--- src/rtl/tomasulo_pkg.sv ---
// Shared definitions for the Tomasulo core: function codes, default widths,
// the CDB packet layout and the divider FSM state type. Imported by the
// execute stage, reservation stations and ROB.
package tomasulo_pkg;

    localparam int unsigned DW_DEF      = 16;
    localparam int unsigned ROBW_DEF    = 3;
    localparam int unsigned RDW_DEF     = 4;
    localparam int unsigned MUL_LAT_DEF = 3;

    typedef enum logic [3:0] {
        FUNC_ADD = 4'd0,
        FUNC_SUB = 4'd1,
        FUNC_MUL = 4'd2,
        FUNC_DIV = 4'd3,
        FUNC_LD  = 4'd4,
        FUNC_ST  = 4'd5,
        FUNC_BEQ = 4'd6,
        FUNC_BNE = 4'd7
    } func_e;

    typedef struct packed {
        logic [DW_DEF-1:0]   data;
        logic [ROBW_DEF-1:0] rob;
        logic [RDW_DEF-1:0]  rd;
    } cdb_pkt_t;

    typedef enum logic [1:0] {
        DIV_IDLE,
        DIV_RUN,
        DIV_DONE
    } div_state_e;

endpackage

--- src/rtl/div_iter.sv ---
// Iterative unsigned restoring divider, one quotient bit per cycle.
// Ports:
//   clk1, rst_n      clock, asynchronous active-low reset
//   start            accept dividend/divisor (only honoured while idle)
//   dividend/divisor DW-bit unsigned operands
//   ack              result consumed; DONE returns to IDLE
//   idle             ready for a new start
//   done             quotient valid and held until ack
//   quotient         DW-bit result ('1 for divide by zero)
module div_iter
    import tomasulo_pkg::*;
#(
    parameter int unsigned DW = DW_DEF
) (
    input  logic          clk1,
    input  logic          rst_n,
    input  logic          start,
    input  logic [DW-1:0] dividend,
    input  logic [DW-1:0] divisor,
    input  logic          ack,
    output logic          idle,
    output logic          done,
    output logic [DW-1:0] quotient
);

    localparam int unsigned CW = $clog2(DW);

    div_state_e    state, state_nx;
    logic [CW-1:0] cnt;
    logic [DW-1:0] rem, quo, dvsr;
    logic [DW:0]   shifted, diff;

    always_ff @(posedge clk1 or negedge rst_n) begin
        if (!rst_n) state <= DIV_IDLE;
        else        state <= state_nx;
    end

    always_comb begin
        state_nx = state;
        case (state)
            DIV_IDLE: if (start) state_nx = (divisor == '0) ? DIV_DONE : DIV_RUN;
            DIV_RUN:  if (cnt == '0) state_nx = DIV_DONE;
            DIV_DONE: if (ack) state_nx = DIV_IDLE;
            default:  state_nx = DIV_IDLE;
        endcase
    end

    // The quotient register doubles as the dividend shifter: its MSB feeds the
    // partial remainder while new quotient bits enter at the LSB.
    always_comb begin
        shifted = {rem, quo[DW-1]};
        diff    = shifted - {1'b0, dvsr};
    end

    always_ff @(posedge clk1 or negedge rst_n) begin
        if (!rst_n) begin
            cnt  <= '0;
            rem  <= '0;
            quo  <= '0;
            dvsr <= '0;
        end else begin
            case (state)
                DIV_IDLE: begin
                    if (start) begin
                        rem  <= '0;
                        dvsr <= divisor;
                        cnt  <= CW'(DW - 1);
                        quo  <= (divisor == '0) ? '1 : dividend;
                    end
                end
                DIV_RUN: begin
                    if (!diff[DW]) begin
                        rem <= diff[DW-1:0];
                        quo <= {quo[DW-2:0], 1'b1};
                    end else begin
                        rem <= shifted[DW-1:0];
                        quo <= {quo[DW-2:0], 1'b0};
                    end
                    cnt <= cnt - CW'(1);
                end
                default: ;
            endcase
        end
    end

    assign idle     = (state == DIV_IDLE);
    assign done     = (state == DIV_DONE);
    assign quotient = quo;

endmodule

--- src/rtl/exec_cdb_stage.sv ---
// Execute stage behind the reservation stations: add/sub, pipelined multiply
// and iterative divide, results broadcast on a single registered CDB port.
// Ports:
//   clk1, rst_n                 clock, asynchronous active-low reset
//   issue_*                     op from RS (valid, func, operands, ROB tag, rd)
//   add_free/mul_free/div_free  unit can accept an op this cycle
//   cdb_valid/cdb_ready         CDB handshake
//   cdb_data/cdb_rob/cdb_rd     broadcast result
module exec_cdb_stage
    import tomasulo_pkg::*;
#(
    parameter int unsigned DW      = DW_DEF,
    parameter int unsigned ROBW    = ROBW_DEF,
    parameter int unsigned RDW     = RDW_DEF,
    parameter int unsigned MUL_LAT = MUL_LAT_DEF
) (
    input  logic            clk1,
    input  logic            rst_n,
    input  logic            issue_valid,
    input  logic [3:0]      issue_func,
    input  logic [DW-1:0]   issue_rs1,
    input  logic [DW-1:0]   issue_rs2,
    input  logic [ROBW-1:0] issue_rob,
    input  logic [RDW-1:0]  issue_rd,
    output logic            add_free,
    output logic            mul_free,
    output logic            div_free,
    output logic            cdb_valid,
    input  logic            cdb_ready,
    output logic [DW-1:0]   cdb_data,
    output logic [ROBW-1:0] cdb_rob,
    output logic [RDW-1:0]  cdb_rd
);

    // The mul hold register is the last of the MUL_LAT stages.
    localparam int unsigned NSTG = MUL_LAT - 1;

    typedef struct packed {
        logic [DW-1:0]   data;
        logic [ROBW-1:0] rob;
        logic [RDW-1:0]  rd;
    } pkt_t;

    logic            cdb_load, add_gnt, mul_gnt, div_gnt;
    logic            iss_add, iss_mul, iss_div;
    logic [DW-1:0]   add_res, mul_res;
    logic            add_v;
    pkt_t            add_pkt;
    logic            mul_v   [NSTG];
    pkt_t            mul_pkt [NSTG];
    logic            mul_hv;
    pkt_t            mul_hpkt;
    logic            div_idle, div_done;
    logic [DW-1:0]   div_q;
    logic [ROBW-1:0] div_rob;
    logic [RDW-1:0]  div_rd;

    // Fixed priority div > mul > add; the CDB register reloads whenever it is
    // empty or its current result is being taken.
    always_comb begin
        cdb_load = !cdb_valid || cdb_ready;
        div_gnt  = cdb_load && div_done;
        mul_gnt  = cdb_load && mul_hv && !div_done;
        add_gnt  = cdb_load && add_v && !div_done && !mul_hv;
        add_free = !add_v || add_gnt;
        mul_free = !mul_hv || mul_gnt;
        div_free = div_idle;
        iss_add  = issue_valid && (issue_func == FUNC_ADD || issue_func == FUNC_SUB) && add_free;
        iss_mul  = issue_valid && (issue_func == FUNC_MUL) && mul_free;
        iss_div  = issue_valid && (issue_func == FUNC_DIV) && div_free;
        add_res  = (issue_func == FUNC_SUB) ? issue_rs1 - issue_rs2 : issue_rs1 + issue_rs2;
        mul_res  = issue_rs1 * issue_rs2;
    end

    always_ff @(posedge clk1 or negedge rst_n) begin
        if (!rst_n) begin
            add_v   <= 1'b0;
            add_pkt <= '0;
        end else if (iss_add) begin
            add_v   <= 1'b1;
            add_pkt <= '{data: add_res, rob: issue_rob, rd: issue_rd};
        end else if (add_gnt) begin
            add_v   <= 1'b0;
        end
    end

    // Whole multiplier pipe advances only when the hold register can move.
    always_ff @(posedge clk1 or negedge rst_n) begin
        if (!rst_n) begin
            for (int unsigned i = 0; i < NSTG; i++) begin
                mul_v[i]   <= 1'b0;
                mul_pkt[i] <= '0;
            end
            mul_hv   <= 1'b0;
            mul_hpkt <= '0;
        end else if (mul_free) begin
            mul_hv   <= mul_v[NSTG-1];
            mul_hpkt <= mul_pkt[NSTG-1];
            for (int unsigned i = NSTG - 1; i > 0; i--) begin
                mul_v[i]   <= mul_v[i-1];
                mul_pkt[i] <= mul_pkt[i-1];
            end
            mul_v[0]   <= iss_mul;
            mul_pkt[0] <= '{data: mul_res, rob: issue_rob, rd: issue_rd};
        end
    end

    always_ff @(posedge clk1 or negedge rst_n) begin
        if (!rst_n) begin
            div_rob <= '0;
            div_rd  <= '0;
        end else if (iss_div) begin
            div_rob <= issue_rob;
            div_rd  <= issue_rd;
        end
    end

    div_iter #(.DW(DW)) u_div (
        .clk1     (clk1),
        .rst_n    (rst_n),
        .start    (iss_div),
        .dividend (issue_rs1),
        .divisor  (issue_rs2),
        .ack      (div_gnt),
        .idle     (div_idle),
        .done     (div_done),
        .quotient (div_q)
    );

    always_ff @(posedge clk1 or negedge rst_n) begin
        if (!rst_n) begin
            cdb_valid <= 1'b0;
            cdb_data  <= '0;
            cdb_rob   <= '0;
            cdb_rd    <= '0;
        end else if (cdb_load) begin
            cdb_valid <= div_gnt || mul_gnt || add_gnt;
            if (div_gnt) begin
                cdb_data <= div_q;
                cdb_rob  <= div_rob;
                cdb_rd   <= div_rd;
            end else if (mul_gnt) begin
                cdb_data <= mul_hpkt.data;
                cdb_rob  <= mul_hpkt.rob;
                cdb_rd   <= mul_hpkt.rd;
            end else if (add_gnt) begin
                cdb_data <= add_pkt.data;
                cdb_rob  <= add_pkt.rob;
                cdb_rd   <= add_pkt.rd;
            end
        end
    end

endmodule

--- config.mk ---
export PLATFORM = sky130hd
export DESIGN_NAME = exec_cdb_stage
export DESIGN_NICKNAME = d
export VERILOG_FILES = /design/src/rtl/tomasulo_pkg.sv /design/src/rtl/div_iter.sv /design/src/rtl/exec_cdb_stage.sv
export SDC_FILE = /design/constraint.sdc
export NUM_CORES = 1
export LEC_CHECK = 0
export BUFFER_PORTS_ARGS = -buffer_cell sky130_fd_sc_hd__buf_2
export CORE_MARGIN = 2
export CORE_UTILIZATION = 40
export DETAILED_ROUTE_END_ITERATION = 8
export PLACE_DENSITY_LB_ADDON = 0.2
export SLEW_MARGIN = 30
export SYNTH_ARGS = -nofsm -noshare
export SYNTH_HDL_FRONTEND = slang
export SYNTH_SLANG_ARGS = --single-unit
--- constraint.sdc ---
create_clock -name clk1 -period 3.3 [get_ports clk1]
set_input_delay 0.66 -clock clk1 [delete_from_list [all_inputs] [get_ports clk1]]
set_output_delay 0.66 -clock clk1 [all_outputs]
set_load 0.05 [all_outputs]
-- Yosys cells after proc, flatten, opt, wreduce, memory -nomap -nowiden
Cells that the tools add are included.
- register bits after elaboration: 181
- add/sub/neg operators: 4
- reduce and logical (&&, ||, !) cells: 33
- muxes and demuxes: 26
- $mul: 1
- eq/ne operators: 8
- operators with widths (operator ; number):
    $mux W16 ; 8
    $pmux W16 S2 ; 2
    $sub A17 B16 Y17 ; 1
    $add A16 B16 Y16 ; 1
    $logic_not A16 Y1 ; 1
    $mul A16 B16 Y16 ; 1
    $mux W4 ; 4
    $sub A16 B16 Y16 ; 1
    $logic_and A1 B1 Y1 ; 12
    $mux W3 ; 3
    $eq A4 B2 Y1 const B ; 2
    $logic_not A4 Y1 ; 2
    $mux W2 ; 4
    $pmux W4 S2 ; 1
    $logic_or A1 B1 Y1 ; 6
    $pmux W2 S3 ; 1
    $reduce_and A2 Y1 ; 3
    $eq A4 B1 Y1 const B ; 1
    $logic_not A1 Y1 ; 4
    $ne A2 B2 Y1 const B ; 2
    $reduce_bool A2 Y1 ; 2
    $sub A4 B1 Y4 const B ; 1
    $mux W1 ; 3
    $reduce_and A3 Y1 ; 1
    5 further kinds ; 5

-- Depth between registers and ports, before layout
Gate-level depths: netlist of run 1.
- depth after elaboration: 8
- depth in mapped cells: 22

-- Cells and area by module
Synthesis of run 1 repeated with hierarchy kept, for this count alone.
- cell total of the unflattened synthesis: 1616
- area, all modules: 13564.3 µm²
- modules (own cells, without submodules) (module ; area each (µm²) ; cells each ; sequential area each (µm²) ; instances):
    exec_cdb_stage ; 10309.9 ; 1253 ; 3178.0 ; 1
    div_iter ; 3254.4 ; 363 ; 1351.3 ; 1

-- Worst setup path after synthesis of run 1
OpenSTA, ideal clock, no wires.
- kind: input port to flip-flop
- start point: in issue_rs2[2]
- end point: reg mul_pkt[45] in the netlist's numbering
- slack: -2.465 ns
- arrival: 5.628 ns
- data required time: 3.163 ns
- stages on the path: 21
- cell sequence: clkbuf_1 clkbuf_1 nand2_1 fa_1 fa_1 inv_1 fa_1 inv_1 fa_1 inv_1 fa_1 inv_1 fa_1 inv_1 ha_1 and3_1 o211ai_1 nand3_1 o41ai_1 xnor2_1 a21oi_1
- longest elaborated chain between the ends: 1
- ends and longest elaborated chain (what ; line ; source):
    start: declaration ; exec_cdb_stage.sv:22 ; input logic [DW-1:0] issue_rs2,
    $mul A16 B16 Y16 ; exec_cdb_stage.sv:72 ; mul_res = issue_rs1 * issue_rs2;
    end signal: indexed assignment ; exec_cdb_stage.sv:101 ; mul_pkt[i] <= mul_pkt[i-1];
    end: declaration ; exec_cdb_stage.sv:50 ; pkt_t mul_pkt [NSTG];
No other way between the ends.
A chain may end at the register's enable or synchronous reset.

-- Worst setup path in the final report of run 1
- start point: in issue_rs1[5]
- end point: reg mul_pkt[44] in the netlist's numbering
- longest elaborated chain between the ends: 1
- ends and longest elaborated chain (what ; line ; source):
    start: declaration ; exec_cdb_stage.sv:21 ; input logic [DW-1:0] issue_rs1,
    $mul A16 B16 Y16 ; exec_cdb_stage.sv:72 ;
No other way between the ends.

==> results of run 1 <==
## cells in the final DEF, fill, tap and decap left out, drive strengths merged, types with 19 or more instances in the layout
master and count:
dfrtp 181, buf 247, inv 149, nor2 64, mux2 69, o22ai 25
a21oi 33, and2 67, xnor2 61, nand2 197, o31ai 29, xor2 19
fa 82, ha 83, o21ai 77
## power by group through the flow
stage / clock network [W] / logic, W / registers, W
floorplan: 0 / 0.00580 / 0.00384
global placement: 0 / 0.00817 / 0.00356
detailed placement: 0 / 0.00831 / 0.00357
CTS: 0.00203 / 0.00886 / 0.00353
global route: 0.00212 / 0.0103 / 0.00363
finish: 0.00200 / 0.00926 / 0.00353
## cell type report
type / instances / area (um2)
clock inverter: 14 / 134
inverter: 142 / 538
clock buffer: 18 / 439
timing repair buffer: 247 / 1990
multi-input combinational: 969 / 8400
fill: 3031 / 15800
sequential: 181 / 4530
tap: 442 / 553
## what timing repair did
action                                  in CTS  in global routing
hold buffers                                 0                  0
resized for setup                           97                 58
pin swaps                                   47                 46
setup buffers                                6                 17
endpoints found under the setup margin      15                 19
## per-layer routing
layer | global-route usage, % | vias up
met2 | 34.4 | 168
li1 | - | 4918
met3 | 2.41 | 28
met1 | 28.2 | 4988
met4 | 4.76 | 0
met5 | 0 | -
## how the worst min path moves through the flow
| stage | from | to | slack [ns] | cells after the start |
|---|---|---|---|---|
| finish | rst_n | u_div.rem[14] | 0.25 | 1 |
| global route | rst_n | u_div.rem[14] | 0.30 | 1 |
| CTS | rst_n | u_div.rem[14] | 0.28 | 1 |
| detailed placement | mul_v[0] | mul_hv | 0.46 | 1 |
| global placement | mul_v[0] | mul_hv | 0.45 | 1 |
| floorplan | rst_n | add_pkt[0] | 0.36 | 0 |
## registers in the layout, summed over array words and instances (netlist names)
name,flops
mul_pkt,46
add_pkt,23
mul_hpkt,23
cdb_data,16
u_div.dvsr,16
u_div.quotient,16
u_div.rem,16
cdb_rd,4
div_rd,4
u_div.cnt,4
cdb_rob,3
div_rob,3
mul_v,2
u_div.state,2
add_v,1
cdb_valid,1
mul_hv,1
## logic make-up after synthesis
kind of cell	after synthesis
DFF	181
xor gates and xnor gates	80
AOI/OAI and AO/OA	232
buffers and inverters	208
and+or+nand+nor	405
adders and majority gates	165
muxes	87
## metrics by stage
stage                     setup TNS (ns)  hold slack, ns  cells  utilization (%)
after floorplan                   -14.88           0.364   1358                -
after global placement            -21.76           0.453   1959             46.9
after detailed placement          -22.45           0.456   1959             46.9
after CTS                         -11.33           0.278   1997             50.0
after global routing              -13.44           0.304   2013             51.2
final                             -11.88           0.251   2013             51.2
==> impl_metrics.env, run 1 <==
export IMPL_drv_cap=0
export IMPL_fmax_ghz=0.201
export IMPL_synthTopCellsByArea="dfrtp_1, fa_1, ha_1"
export IMPL_crit_type="input pin to register"
export IMPL_clock_sinks=181
export IMPL_r2r_end="u_div.rem[10]"
export IMPL_synth_mux_area_fraction_pct=7.33
export IMPL_clk_path_buf_depth=2
export IMPL_slowest_stage="fa_1"
export IMPL_pre_cts_slack_ns=-2.26
export IMPL_endpoint_kind="register"
export IMPL_intPower_w=0.00865
export IMPL_hp_class="input pin to async pin"
export IMPL_finalCritPeriodShare_pct=151
export IMPL_h_tree_depth=4
export IMPL_crit_required_ns=3.62
export IMPL_synth_simple_area_share_pct=14.4
export IMPL_r2r_slack_ns=0.52
export IMPL_tightest_slew_ns=0.810
export IMPL_layout_setup_ws_ns=-1.68
export IMPL_path_clk_slew_ns=0.07
export IMPL_crit_start="issue_rs1[5]"
export IMPL_synth_flop_cell="dfrtp_1"
export IMPL_finalHoldViolCount=0
export IMPL_violations="negative setup slack"
export IMPL_synth_nets=1570
export IMPL_die_area_um2=34100
export IMPL_p_leak_nw=7.89
export IMPL_yosysWarnings=0
export IMPL_status="finished, violations left"
export IMPL_postRouteAntennaNets=0
export IMPL_ir_drop_uv=555
export IMPL_port_buffers=73
export IMPL_total_power_w=0.0148
export IMPL_postLayoutCellArea_um2=16600
export IMPL_synth_yosys_seq_area_share_pct=34.7
export IMPL_rows=66
export IMPL_power_net_switching_w=0.00614
export IMPL_n_antenna_cell=0
export IMPL_met2_length_mm=15.9
export IMPL_wl_mm=32.9
export IMPL_critPathLaunchType="input pin"
export IMPL_synth_top_area_cell="dfrtp_1"
export IMPL_yosysUniqueCellTypes=57
export IMPL_hpwl_mm=25.3
export IMPL_worstSkewPairLatency_ns=0.43
export IMPL_yosysMostFrequentCell="nand2_1"
export IMPL_ys_async_sr_fraction_pct=100
export IMPL_crit_top_cell="fa_1"
export IMPL_synth_compound_area_share_pct=11.4
export IMPL_synth_edf_count=0
export IMPL_synthAdderAreaFrac_pct=20.5
export IMPL_core_area_um2=32400
export IMPL_die_w_um=185
export IMPL_drt_iter0_markers=517
export IMPL_drive_above_1_share_pct=29.7
export IMPL_cts_tree="built"
export IMPL_grt_overflow=0
export IMPL_ys_top_cells_by_count="nand2_1, dfrtp_1, inv_1"
export IMPL_track_usage_pct=20.4
export IMPL_grt_max_degree=73
export IMPL_cts_buffers=17
export IMPL_cp_data_arrival_time_ns=5.30
export IMPL_setup_viol=10
export IMPL_syn_to_final_growth_pct=27.1
export IMPL_wl_per_cell_um=16.4
export IMPL_wl_met3_um=965
export IMPL_grt_pass1_vias=10500
export IMPL_cts_root_buf="clkbuf_16"
export IMPL_period_minus_slack_ns=4.98
export IMPL_viasPerCell=5.02
export IMPL_p_seq_share_pct=23.9
export IMPL_crit_path_end="mul_pkt[44]"
export IMPL_netlist_area_leader_share_pct=34.7
export IMPL_synthesis_area_um2=13100
export IMPL_highest_layer="met4"
export IMPL_place_area_um2=15200
export IMPL_pwr_share_clk_pct=13.5
export IMPL_firstDrtPassIters=4
export IMPL_synth_xor_area_share_pct=5.51
export IMPL_drt_met1_wl_mm=15.7
export IMPL_vias=10100
export IMPL_syn_inst=1358
export IMPL_synth_top_family_by_area="adder cells"
export IMPL_avgSynthCellArea_um2=9.61
export IMPL_rsz0062_at_grt="yes"
export IMPL_start_util_pct=40.3
export IMPL_ys_seq_elements=181
export IMPL_worstPathMaxFanout=7
export IMPL_fp_dieH_um=185
export IMPL_switching_share_pct=41.5
export IMPL_critPathBufInv=8
export IMPL_max_stage_delay_ns=0.54
export IMPL_place_gp_congestion=0.825
export IMPL_slew_viol_final=0
export IMPL_cpLargestDelayFamily="adder cells"
export IMPL_pin_count=74
export IMPL_antenna_found_initial=0
export IMPL_drc=0
export IMPL_critical_path_depth=20
export IMPL_rr_startpoint="u_div.quotient[15]"
export IMPL_clock_skew_ns=0.0113
export IMPL_nets=1770
export IMPL_grt_pass1_wl_mm=54.7
export IMPL_worstPathCellList="buf_12, and2_4, fa_1, inv_1, fa_1, inv_2, fa_1, inv_1, fa_1, inv_1, fa_1, inv_1, fa_1, inv_2, ha_4, buf_6, a41oi_2, a211o_1, xnor2_1, mux2_2"
export IMPL_relSlewSlack_pct=45.9
export IMPL_p_per_area_nw_per_um2=892
export IMPL_reg2reg_depth=12
export IMPL_p_comb_share_pct=62.6
Power figures use the tool's default switching activity.
==> inputs of run 2 (changes only) <==
- ABC_AREA: default -> 1
==> run 2 against run 1 <==
The run still ends with negative setup slack left. Die area grew 5.3%. Count of clock-buffer cells in the layout rose by 4. Routed wire length is 16% higher. Critical endpoint is now mul_pkt[45]. Worst setup slack improved by 0.15 ns. Utilization decreased by 0.16 points.
==> impl_metrics.env, run 2 <==
export IMPL_status="finished, violations left"
export IMPL_violations="negative setup slack"
export IMPL_start_util_pct=40.8
export IMPL_worstPathCellList="buf_4, nand2_1, inv_1, fa_1, inv_1, fa_1, fa_1, fa_1, fa_1, fa_1, inv_1, ha_4, inv_2, nor3_4, nand2_1, nand3_2, a31oi_2, inv_1, nand3_1, nand3_1, nand2_1"
export IMPL_nets=2216
export IMPL_clock_skew_ns=0.00942
export IMPL_clk_path_buf_depth=2
export IMPL_hp_class="input pin to async pin"
export IMPL_netlist_area_leader_share_pct=32.9
export IMPL_port_buffers=73
export IMPL_rsz0062_at_grt="yes"
export IMPL_synth_mux_area_fraction_pct=0
export IMPL_syn_inst=1820
export IMPL_setup_viol=10
export IMPL_relSlewSlack_pct=46.7
export IMPL_drv_cap=0
export IMPL_clock_sinks=181
export IMPL_synthTopCellsByArea="dfrtp_1, nand2_1, fa_1"
export IMPL_grt_pass1_wl_mm=63.3
export IMPL_cts_tree="built"
export IMPL_pin_count=74
export IMPL_grt_max_degree=83
export IMPL_synth_xor_area_share_pct=2.67
export IMPL_die_w_um=189
export IMPL_antenna_found_initial=0
export IMPL_core_area_um2=33700
export IMPL_synthesis_area_um2=13800
export IMPL_fillers=3257
export IMPL_cpLargestDelayFamily="adder cells"
export IMPL_p_per_area_nw_per_um2=1010
export IMPL_p_leak_nw=9.29
export IMPL_avgSynthCellArea_um2=7.56
export IMPL_drive_above_1_share_pct=20.7
export IMPL_drt_iter0_markers=802
export IMPL_final_cell_mix="nand2_1, inv_1, dfrtp_1, buf_4, fa_1"
export IMPL_tightest_slew_ns=0.800
export IMPL_layout_setup_ws_ns=-1.53
export IMPL_viasPerCell=4.91
export IMPL_critical_path_depth=21
export IMPL_cts_root_buf="clkbuf_16"
export IMPL_synth_flop_cell="dfrtp_1"
export IMPL_synth_top_area_cell="dfrtp_1"
export IMPL_drc=0
export IMPL_slew_viol_final=0
export IMPL_h_tree_depth=4
export IMPL_cts_buffers=17
export IMPL_largestRegisters="mul_pkt: 46 flops, add_pkt: 23 flops, mul_hpkt: 23 flops"
export IMPL_total_power_w=0.0173
export IMPL_final_util_pct=51.1
export IMPL_grt_overflow=0
export IMPL_synth_compound_area_share_pct=9.49
export IMPL_hpwl_mm=29.2
export IMPL_period_minus_slack_ns=4.83
export IMPL_yosysMostFrequentCell="nand2_1"
export IMPL_track_usage_pct=22.2
export IMPL_max_stage_delay_ns=0.57
export IMPL_yosysWarnings=0
export IMPL_vias=12100
export IMPL_synth_top_family_by_area="simple AND/OR/NAND/NOR gates"
export IMPL_synth_nets=2032
export IMPL_ys_seq_elements=181
export IMPL_p_comb_share_pct=65.3
export IMPL_synth_edf_count=0
export IMPL_crit_type="input pin to register"
export IMPL_finalCritPeriodShare_pct=146
export IMPL_worstPathMaxFanout=6
export IMPL_wl_per_cell_um=15.5
export IMPL_endpoint_kind="register"
export IMPL_wl_mm=38.1
export IMPL_fin_cells=2465
export IMPL_fmax_ghz=0.207
export IMPL_critPathBufInv=6
export IMPL_worstSkewPairLatency_ns=0.44
export IMPL_intPower_w=0.00933
export IMPL_cp_data_arrival_time_ns=5.16
export IMPL_yosysUniqueCellTypes=47
export IMPL_ys_async_sr_fraction_pct=100
export IMPL_switching_share_pct=46.1
export IMPL_p_seq_share_pct=22.0
export IMPL_rows=67
export IMPL_top_register="mul_pkt"
export IMPL_n_antenna_cell=0
export IMPL_firstDrtPassIters=5
export IMPL_largest_reg_flops=46
export IMPL_place_gp_congestion=0.866
export IMPL_syn_to_final_growth_pct=25.1
export IMPL_reg2reg_depth=13
export IMPL_path_clk_slew_ns=0.07
export IMPL_layout_commonest_cell="nand2_1"
export IMPL_cts_hold_buf=0
export IMPL_place_inst=2413
export IMPL_grt_pass1_vias=12300
export IMPL_die_area_um2=35900
export IMPL_crit_required_ns=3.63
export IMPL_postRouteAntennaNets=0
export IMPL_fp_dieH_um=189
export IMPL_ys_top_cells_by_count="nand2_1, inv_1, dfrtp_1"
export IMPL_slowest_stage="fa_1"
export IMPL_pwr_share_clk_pct=12.7
export IMPL_ir_drop_uv=880
export IMPL_synth_yosys_seq_area_share_pct=32.9
export IMPL_power_net_switching_w=0.00798
export IMPL_synth_simple_area_share_pct=24.5
export IMPL_setup_tns_ns=-11.57
export IMPL_synthAdderAreaFrac_pct=19.5
export IMPL_finalHoldViolCount=0
export IMPL_critPathLaunchType="input pin"
export IMPL_crit_top_cell="fa_1"
## run 2: path summary, 6_finish.rpt
check / end / slack, ns / startpoint
max in group asynchronous: u_div.dvsr[13] / 2.20 / rst_n
setup / recovery: mul_pkt[45] / -1.53 / issue_rs1[9]
min in group clk1: mul_v[1] / 0.43 / issue_func[0]
setup reg to reg: u_div.rem[14] / 0.56 / u_div.quotient[15]
hold / removal: mul_pkt[34] / 0.25 / rst_n
hold reg to reg: mul_hv / 0.46 / mul_v[0]
## run 2: power by group through the flow
stage / logic [W] / registers, W / clock network, W
final: 0.0113 / 0.00380 / 0.00221
after CTS: 0.0111 / 0.00380 / 0.00226
after global placement: 0.00997 / 0.00381 / 0
after detailed placement: 0.0101 / 0.00383 / 0
after global routing: 0.0127 / 0.00392 / 0.00235
after floorplan: 0.00681 / 0.00406 / 0
## run 2: through the flow
step | hold WS, ns | setup WS, ns | cell area (um2)
global placement | 0.435 | -2.08 | 15800
floorplan | 0.364 | -1.83 | 14200
CTS | 0.265 | -1.53 | 17000
global route | 0.293 | -1.73 | 17200
detailed placement | 0.445 | -2.11 | 15800
finish | 0.246 | -1.53 | 17200
## run 2: routing by layer
layer	share of wire [%]	vias to the layer above	GRT usage [%]	wire (um)
li1	-	5995	-	-
met1	48	5827	31.6	18200
met2	47	260	36.0	17800
met3	4.3	32	2.37	1630
met4	1.5	0	5.81	558
met5	0	-	0	0
## run 2: cell families (layout without fill, tap and decap cells)
| group | Yosys count | count (layout) |
|---|---|---|
| compound gates | 235 | 235 |
| xor+xnor | 42 | 42 |
| fa+ha+maj | 165 | 165 |
| buf+inv | 377 | 574 |
| flops | 181 | 181 |
| simple gates | 820 | 820 |
## run 2: final cells by class
class | instances | area [um2] | area share [%]
clock buffer | 22 | 464 | 2.70
clock inverter | 10 | 170 | 0.989
inverter | 298 | 1120 | 6.53
multi-input combinational | 1262 | 8360 | 48.6
sequential | 181 | 4530 | 26.3
tap | 448 | 561 | 3.26
timing repair buffer | 244 | 2000 | 11.6
## run 2: what timing repair did
action                                  CTS  global route
endpoints found under the setup margin   12            15
gates resized for setup                 113            49
pin swaps                                48            28
buffers inserted                         18             3
